### config.mk
export PLATFORM = sky130hd
export DESIGN_NAME = prog_loader
export DESIGN_NICKNAME = d
export VERILOG_FILES = /design/src/rtl/proc_pkg.sv /design/src/rtl/btn_conditioner.sv /design/src/rtl/prog_loader.sv
export SDC_FILE = /design/constraint.sdc
export NUM_CORES = 1
export LEC_CHECK = 0
export ABC_AREA = 1
export CORE_MARGIN = 4
export CORE_UTILIZATION = 37
export CTS_BUF_LIST = sky130_fd_sc_hd__clkbuf_8
export CTS_CLUSTER_DIAMETER = 200
export DETAILED_ROUTE_END_ITERATION = 6
export DONT_BUFFER_PORTS = 1
export HOLD_SLACK_MARGIN = 0.1
export PLACE_DENSITY = 0.6
export SYNTH_ARGS = -nofsm -noshare
export SYNTH_HDL_FRONTEND = slang
export SYNTH_SLANG_ARGS = --single-unit
### constraint.sdc
create_clock -name clk0 -period 1.7 [get_ports clk0]
set_clock_uncertainty 0.15 [all_clocks]
set_input_delay 0.17 -clock clk0 [delete_from_list [all_inputs] [get_ports clk0]]
set_output_delay 0.17 -clock clk0 [all_outputs]
set_load 0.005 [all_outputs]
### src/rtl/proc_pkg.sv
// Shared processor definitions: memory geometry, loader state encoding and
// instruction field layout.
package proc_pkg;

    localparam int unsigned ADDR_W = 4;
    localparam int unsigned WORD_W = 10;

    typedef enum logic [1:0] {
        StRun    = 2'b00,
        StWaitLo = 2'b01,
        StWaitHi = 2'b10,
        StWrite  = 2'b11
    } ld_state_e;

    // Instruction word layout: {selector, alu_op, imm}
    localparam int unsigned SEL_MSB = 9;
    localparam int unsigned SEL_LSB = 8;
    localparam int unsigned ALU_MSB = 7;
    localparam int unsigned ALU_LSB = 4;
    localparam int unsigned IMM_MSB = 3;
    localparam int unsigned IMM_LSB = 0;

    function automatic logic [WORD_W-1:0] make_word(input logic [1:0] sel,
                                                    input logic [7:0] lo);
        return {sel, lo};
    endfunction

endpackage

### src/rtl/btn_conditioner.sv
// Raw push button -> synchronised, debounced level -> single-cycle rising-edge pulse.
// A clean press becomes a pulse DEB_CYCLES+3 cycles later.
module btn_conditioner #(
    parameter int unsigned DEB_CYCLES = 16
) (
    input  logic clk0,
    input  logic rst_n,
    input  logic btn,
    output logic pulse
);

    localparam int unsigned CNT_W = (DEB_CYCLES > 1) ? $clog2(DEB_CYCLES) : 1;
    localparam logic [CNT_W-1:0] CNT_LAST = CNT_W'(DEB_CYCLES - 1);

    logic             sync1_q, sync2_q;
    logic             stable_q, stable_d;
    logic             stable_dly_q;
    logic [CNT_W-1:0] cnt_q, cnt_d;
    logic             pulse_q;

    always_ff @(posedge clk0 or negedge rst_n) begin
        if (!rst_n) begin
            sync1_q      <= 1'b0;
            sync2_q      <= 1'b0;
            stable_q     <= 1'b0;
            stable_dly_q <= 1'b0;
            cnt_q        <= '0;
            pulse_q      <= 1'b0;
        end else begin
            sync1_q      <= btn;
            sync2_q      <= sync1_q;
            stable_q     <= stable_d;
            stable_dly_q <= stable_q;
            cnt_q        <= cnt_d;
            pulse_q      <= stable_q & ~stable_dly_q;
        end
    end

    // The level flips only after DEB_CYCLES consecutive samples disagree with it.
    always_comb begin
        stable_d = stable_q;
        cnt_d    = '0;
        if (sync2_q != stable_q) begin
            if (cnt_q == CNT_LAST) begin
                stable_d = sync2_q;
            end else begin
                cnt_d = cnt_q + 1'b1;
            end
        end
    end

    assign pulse = pulse_q;

endmodule

### src/rtl/prog_loader.sv
// Program memory loader: assembles 10-bit words from two switch bytes and writes
// them at a self-incrementing address while holding the CPU.
module prog_loader
    import proc_pkg::*;
#(
    parameter int unsigned DEB_CYCLES = 16
) (
    input  logic              clk0,
    input  logic              rst_n,
    input  logic [7:0]        sw,
    input  logic              btn_load,
    input  logic              btn_mode,
    output logic              pm_we,
    output logic [ADDR_W-1:0] pm_addr,
    output logic [WORD_W-1:0] pm_wdata,
    output logic              cpu_hold,
    output logic              pc_clear,
    output logic [7:0]        status
);

    localparam logic [ADDR_W-1:0] ADDR_LAST = '1;

    logic load_p, mode_p;

    ld_state_e         state_q, state_d;
    logic [ADDR_W-1:0] addr_q, addr_d;
    logic [7:0]        lo_byte_q, lo_byte_d;
    logic [WORD_W-1:0] wdata_q, wdata_d;
    logic              full_q, full_d;
    logic              was_load_q;

    btn_conditioner #(
        .DEB_CYCLES(DEB_CYCLES)
    ) u_load_btn (
        .clk0 (clk0),
        .rst_n(rst_n),
        .btn  (btn_load),
        .pulse(load_p)
    );

    btn_conditioner #(
        .DEB_CYCLES(DEB_CYCLES)
    ) u_mode_btn (
        .clk0 (clk0),
        .rst_n(rst_n),
        .btn  (btn_mode),
        .pulse(mode_p)
    );

    // State register
    always_ff @(posedge clk0 or negedge rst_n) begin
        if (!rst_n) begin
            state_q <= StRun;
        end else begin
            state_q <= state_d;
        end
    end

    // Next state; mode beats load, and WRITE ignores both.
    always_comb begin
        state_d = state_q;
        unique case (state_q)
            StRun:    if (mode_p) state_d = StWaitLo;
            StWaitLo: if (mode_p) state_d = StRun;
                      else if (load_p) state_d = StWaitHi;
            StWaitHi: if (mode_p) state_d = StRun;
                      else if (load_p) state_d = StWrite;
            StWrite:  state_d = (addr_q == ADDR_LAST) ? StRun : StWaitLo;
            default:  state_d = StRun;
        endcase
    end

    // Datapath registers
    always_ff @(posedge clk0 or negedge rst_n) begin
        if (!rst_n) begin
            addr_q     <= '0;
            lo_byte_q  <= '0;
            wdata_q    <= '0;
            full_q     <= 1'b0;
            was_load_q <= 1'b0;
        end else begin
            addr_q     <= addr_d;
            lo_byte_q  <= lo_byte_d;
            wdata_q    <= wdata_d;
            full_q     <= full_d;
            was_load_q <= (state_q != StRun);
        end
    end

    always_comb begin
        addr_d    = addr_q;
        lo_byte_d = lo_byte_q;
        wdata_d   = wdata_q;
        full_d    = full_q;
        if (state_q == StRun && mode_p) begin
            addr_d = '0;
        end
        if (state_q == StWaitLo && !mode_p && load_p) begin
            lo_byte_d = sw;
        end
        if (state_q == StWaitHi && !mode_p && load_p) begin
            wdata_d = make_word(sw[1:0], lo_byte_q);
        end
        if (state_q == StWrite) begin
            addr_d = addr_q + 1'b1;
            if (addr_q == ADDR_LAST) begin
                full_d = 1'b1;
            end
        end
        if (state_d == StWaitLo && state_q != StWaitLo) begin
            full_d = 1'b0;
        end
    end

    // Outputs decode registered state only, so they are glitch-free per cycle.
    always_comb begin
        cpu_hold = (state_q != StRun);
        pm_we    = (state_q == StWrite);
        pm_addr  = addr_q;
        pm_wdata = wdata_q;
        pc_clear = (state_q == StRun) && was_load_q;
        status   = {state_q, 1'b0, full_q, addr_q};
    end

endmodule

Yosys cells after proc, flatten, opt, wreduce, memory -nomap -nowiden
Cells that the tools add are included.
Widths: inputs -> output; s select.
{"block": "totals", "regBits": 44, "in_bits": 12, "output_inout_bits": 25, "elab_cells": 67}
{"block": "op_classes", "add_sub_neg": 3, "eq_ne": 10, "mux": 16, "bitwise": 4, "reduce_logical": 16}
{"operator": "$mux 4", "count": 6}
{"operator": "$add 4x1->4 const B", "count": 3}
{"operator": "$eq 4x4->1 const B", "count": 3}
{"operator": "$mux 2", "count": 5}
{"operator": "$pmux 2 s4", "count": 1}
{"operator": "$reduce_bool 2->1", "count": 4}
{"operator": "$logic_and 1x1->1", "count": 7}
{"operator": "$reduce_and 2->1", "count": 3}
{"operator": "$eq 2x1->1 const B", "count": 2}
{"operator": "$eq 2x2->1 const B", "count": 2}
{"operator": "$mux 1", "count": 4}
{"operator": "$and 1x1->1", "count": 2}
{"operator": "$logic_not 2->1", "count": 1}
{"operator": "$ne 1x1->1", "count": 2}
{"operator": "$ne 2x1->1 const B", "count": 1}
{"operator": "$not 1->1", "count": 2}
{"operator": "$logic_not 1->1", "count": 1}

Longest topological paths before layout
{"block": "logic_depth", "ltp_word": 7, "ltp_mapped": 6, "depth_no_buf": 6}

Modules after synthesis
A second synthesis with hierarchy kept.
{"block": "unflattened", "cells_unflattened": 187, "hier_area_um2": 1929.4}
{"module": "prog_loader", "instances": 1, "cells_each": 125, "area_each_um2": 1246.2, "seq_area_each_um2": 650.6}
{"module": "btn_conditioner", "instances": 2, "cells_each": 31, "area_each_um2": 341.6, "seq_area_each_um2": 225.2}

Worst setup path before layout
No wires, ideal clock.
{"block": "synth_path", "kind": "reg2reg", "from": "register state_q[1]", "to": "register lo_byte_q[6]", "setup_ns": 0.117, "arrival_time_ns": 0.965, "t_required_ns": 1.433, "path_slack_ns": 0.467, "stages_incl_launch_ff": 6, "n_path_buf": 1, "synth_period_minus_slack_ns": 1.233, "path_cell_list": "dfrtp_1 > nor2_4 > nand3_4 > buf_6 > nand2_1 > o21ai_2"}
{"block": "synth_via", "elab_chain_cells": 3}
{"item": "start: declaration", "line_no": "prog_loader.sv:25", "source": "ld_state_e state_q, state_d;"}
{"item": "start signal: assignment", "line_no": "prog_loader.sv:53", "source": "state_q <= StRun;"}
{"item": "start signal: assignment", "line_no": "prog_loader.sv:55", "source": "state_q <= state_d;"}
{"item": "$eq 2x1->1", "line_no": "prog_loader.sv:98", "source": "if (state_q == StWaitLo && !mode_p && load_p) begin"}
{"item": "$logic_and 1x1->1 (2 in a row)", "line_no": "prog_loader.sv:98"}
{"item": "end signal: assignment", "line_no": "prog_loader.sv:83", "source": "lo_byte_q <= lo_byte_d;"}
{"item": "end: declaration", "line_no": "prog_loader.sv:27", "source": "logic [7:0] lo_byte_q, lo_byte_d;"}
No other way between the ends.
A chain may end at the register's enable or synchronous reset.

Worst setup path after layout
{"block": "layout_path", "from": "register state_q[1]", "to": "output pc_clear"}
{"block": "layout_via", "elab_chain_cells": 2}
{"item": "$logic_not 2->1", "line_no": "prog_loader.sv:121", "source": "pc_clear = (state_q == StRun) && was_load_q;"}
{"item": "$logic_and 1x1->1", "line_no": "prog_loader.sv:121"}
{"item": "end: declaration", "line_no": "prog_loader.sv:17", "source": "output logic pc_clear,"}
No other way between the ends.

==> impl_metrics.xml <==
<?xml version="1.0" encoding="UTF-8"?>
<metrics>
  <group name="power">
    <metric name="total_power_after_layout" unit="mW">1.748</metric>
    <metric name="ir_drop" unit="uV">393.6</metric>
    <metric name="power.density" unit="nW/um^2">844.7</metric>
    <metric name="p_leak" unit="nW">1.148</metric>
  </group>
  <group name="synthesis">
    <metric name="post_synth_main_area_contributors" unit="">dfrtp_1 60%, nand2_1 8.7%, inv_1 6.1%</metric>
    <metric name="ys_types" unit="">23</metric>
    <metric name="yosysSeqAreaShare" unit="%">59.54</metric>
    <metric name="synthesis.area" unit="um^2">1849</metric>
    <metric name="synthDominantAreaCellType" unit="">dfrtp_1</metric>
    <metric name="synth_nets" unit="">203</metric>
    <metric name="synth_top_cell_area_share" unit="%">59.54</metric>
    <metric name="yosys_warnings" unit="">0</metric>
    <metric name="postSynthCellCount" unit="">188</metric>
    <metric name="syn-mean-instance-area" unit="um^2">9.837</metric>
    <metric name="synth-seq-cells" unit="">44</metric>
  </group>
  <group name="run">
    <metric name="drv_cap" unit="">0</metric>
  </group>
  <group name="drt">
    <metric name="detail_route.wirelength" unit="um">2850</metric>
    <metric name="detailedRoute.firstPassIterationCount" unit="">4</metric>
    <metric name="first_iter_violations" unit="">39</metric>
    <metric name="routed-via-count" unit="">1121</metric>
    <metric name="drc" unit="">0</metric>
    <metric name="detail-route-antenna-nets" unit="">0</metric>
    <metric name="wl_per_cell" unit="um">10.71</metric>
    <metric name="vias_per_cell" unit="">4.214</metric>
  </group>
  <group name="min_path">
    <metric name="hold_path_depth" unit="">0</metric>
    <metric name="worst_hold_path_type" unit="">register to register</metric>
  </group>
  <group name="layout">
    <metric name="areaGrowthSynthToFinish" unit="%">11.91</metric>
    <metric name="nNetsFinal" unit="">214</metric>
    <metric name="mostFrequentLayoutCell" unit="">dfrtp_1</metric>
    <metric name="layout-drive-gt1-share" unit="%">12.06</metric>
    <metric name="layout.cells.most_common_list" unit="">44 x dfrtp_1, 43 x nand2_1, 31 x inv_1</metric>
    <metric name="multi_input_gate_area" unit="um^2">549.3</metric>
    <metric name="area.sequential" unit="um^2">1101</metric>
    <metric name="antenna_cells" unit="">0</metric>
    <metric name="filler_cell_count" unit="">471</metric>
  </group>
  <group name="global_route">
    <metric name="grt_start_max_net_pins" unit="">45</metric>
    <metric name="globalRouteOverflowTotal" unit="">0</metric>
    <metric name="grt_first_pass_wirelength" unit="um">4933</metric>
    <metric name="initial_antenna_violation_count" unit="">0</metric>
    <metric name="vias_in_the_first_global_route" unit="">1095</metric>
    <metric name="grt.total_usage" unit="%">10.54</metric>
  </group>
  <group name="die">
    <metric name="area_enclosed_by_the_die_boundary" unit="um^2">6193</metric>
    <metric name="dieHeight" unit="um">78.70</metric>
    <metric name="num_rows" unit="">25</metric>
    <metric name="initial_utilization" unit="%">38.64</metric>
    <metric name="die_width" unit="um">78.70</metric>
    <metric name="io_pins" unit="">37</metric>
    <metric name="core" unit="um^2">4786</metric>
  </group>
  <group name="timing">
    <metric name="postLayoutSetupSlackWorst" unit="ns">0.2046</metric>
    <metric name="unrepaired_setup_endpoints_after_global_routing" unit="">false</metric>
    <metric name="setup_tns" unit="ns">0</metric>
    <metric name="final-hold-violation-count" unit="">0</metric>
    <metric name="final.min_clock_period" unit="ns">1.495</metric>
    <metric name="fin_hold_ws" unit="ns">0.2007</metric>
    <metric name="setup_viol" unit="">0</metric>
    <metric name="timing_max_transition_violations_final" unit="">0</metric>
    <metric name="fmaxAchievable" unit="MHz">668.7</metric>
    <metric name="fin_crit_sh" unit="%">87.97</metric>
  </group>
  <group name="placed_design">
    <metric name="hpwlAfterDp" unit="um">1957</metric>
    <metric name="port_buffers" unit="">0</metric>
    <metric name="detailedPlace.worstSlack" unit="ns">0.3499</metric>
    <metric name="globalplace.congestion" unit="">0.7278</metric>
  </group>
  <group name="clocking">
    <metric name="postCtsSetupBuffers" unit="">0</metric>
    <metric name="cts.htree.levels" unit="">2</metric>
    <metric name="cts_tree" unit="">done</metric>
    <metric name="cts.root.buffer_cell" unit="">clkbuf_8</metric>
    <metric name="cts_clk_pin_slew_worst_paths" unit="ns">0.08</metric>
    <metric name="cts_inserted_buffers" unit="">5</metric>
    <metric name="clk-insertion-delay-late" unit="ns">0.29</metric>
    <metric name="holdBufCountCts" unit="">12</metric>
    <metric name="max-clock-path-buffers" unit="">2</metric>
    <metric name="cts_num_sinks" unit="">44</metric>
    <metric name="ctsResizeCount" unit="">0</metric>
  </group>
  <group name="setup_path">
    <metric name="reg2reg_path_depth" unit="">4</metric>
    <metric name="critPathRequiredTime" unit="ns">1.38</metric>
    <metric name="path_class" unit="">register to output pin</metric>
    <metric name="critPathLaunchType" unit="">register</metric>
    <metric name="worst_ep_arrival_time" unit="ns">1.18</metric>
    <metric name="critPathMaxFanout" unit="">6</metric>
    <metric name="crit_path_end_kind" unit="">output pin</metric>
  </group>
  <group name="outcome">
    <metric name="run_status" unit="">complete, no violations</metric>
  </group>
</metrics>
synth_stat cells, drive strengths merged:
master / instances
xor2: 1
conb: 1
nand3: 10
buf: 9
ha: 3
nand2: 43
o21ai: 21
nand3b: 1
o22ai: 1
nor2: 14
a21oi: 2
dfrtp: 44
xnor2: 1
nand4: 4
nor3: 1
inv: 32
logic make-up (layout without fill, tap and decap cells):
group	Yosys count	count (layout)	synth area share, %
AND/OR/NAND/NOR	73	73	17.73
flip-flops	44	44	59.54
buffers and inverters	41	52	10.76
AO/OA/AOI/OAI	24	24	8.795
adder cells (fa/ha/maj)	3	3	2.030
XOR/XNOR	2	2	0.9474
other	1	1	0.2028
state kept, by name, indices dropped and copies added, names as in the netlist, 2 cells and up:
register and flops:
lo_byte_q 8, pm_addr 4, pm_wdata 10, state_q 2
u_load_btn.cnt_q 4, u_mode_btn.cnt_q 4
through the flow:
| stage | cells | instance area [um^2] | utilization, % |
|---|---|---|---|
| 2_1_floorplan | 188 | 1849 | - |
| 3_3_place_gp | 247 | 1862 | 38.90 |
| 3_5_place_dp | 247 | 1862 | 38.90 |
| 4_1_cts | 266 | 2069 | 43.24 |
| 5_1_grt | 266 | 2069 | 43.24 |
| 6_report | 266 | 2069 | 43.24 |
worst max-delay path, stage by stage (launching register included):
cell	delay [ns]
dfrtp_1	0.49
nor2_1	0.17
inv_1	0.09
nor2_1	0.13
power by group:
part,internal [mW],switching [mW],total [mW]
clock network,0.273,0.318,0.591
logic,0.0358,0.0463,0.0821
registers,1.06,0.0118,1.08
total,1.37,0.376,1.75
per-layer routing:
metal	track usage (%)	routed length [um]
met2	16.64	1293
met4	6.294	78
met1	12.07	1310
met3	4.082	167
met5	0	0
path summary, 6_finish.rpt:
kind | from | endpoint | slack (ns)
hold reg to reg | u_mode_btn.sync1_q$_DFF_PN0_ | u_mode_btn.sync2_q$_DFF_PN0_ | 0.20
min in group asynchronous | rst_n | pm_wdata[7]$_DFFE_PN0P_ | 0.22
setup reg to reg | state_q[1]$_DFF_PN0_ | lo_byte_q[2]$_DFFE_PN0P_ | 0.35
max in group asynchronous | rst_n | lo_byte_q[6]$_DFFE_PN0P_ | 0.98
hold / removal | u_mode_btn.sync1_q$_DFF_PN0_ | u_mode_btn.sync2_q$_DFF_PN0_ | 0.20
setup / recovery | state_q[1]$_DFF_PN0_ | pc_clear | 0.20
cell type report:
class	instances	share of cell area (%)
clock inverters	2	0.4232
inverters	32	5.804
flip-flops and latches	44	53.20
multi-input cells	103	26.54
well taps	67	4.051
clock buffers	5	3.325
repair buffers	13	6.651
Power figures use the tool's default switching activity.
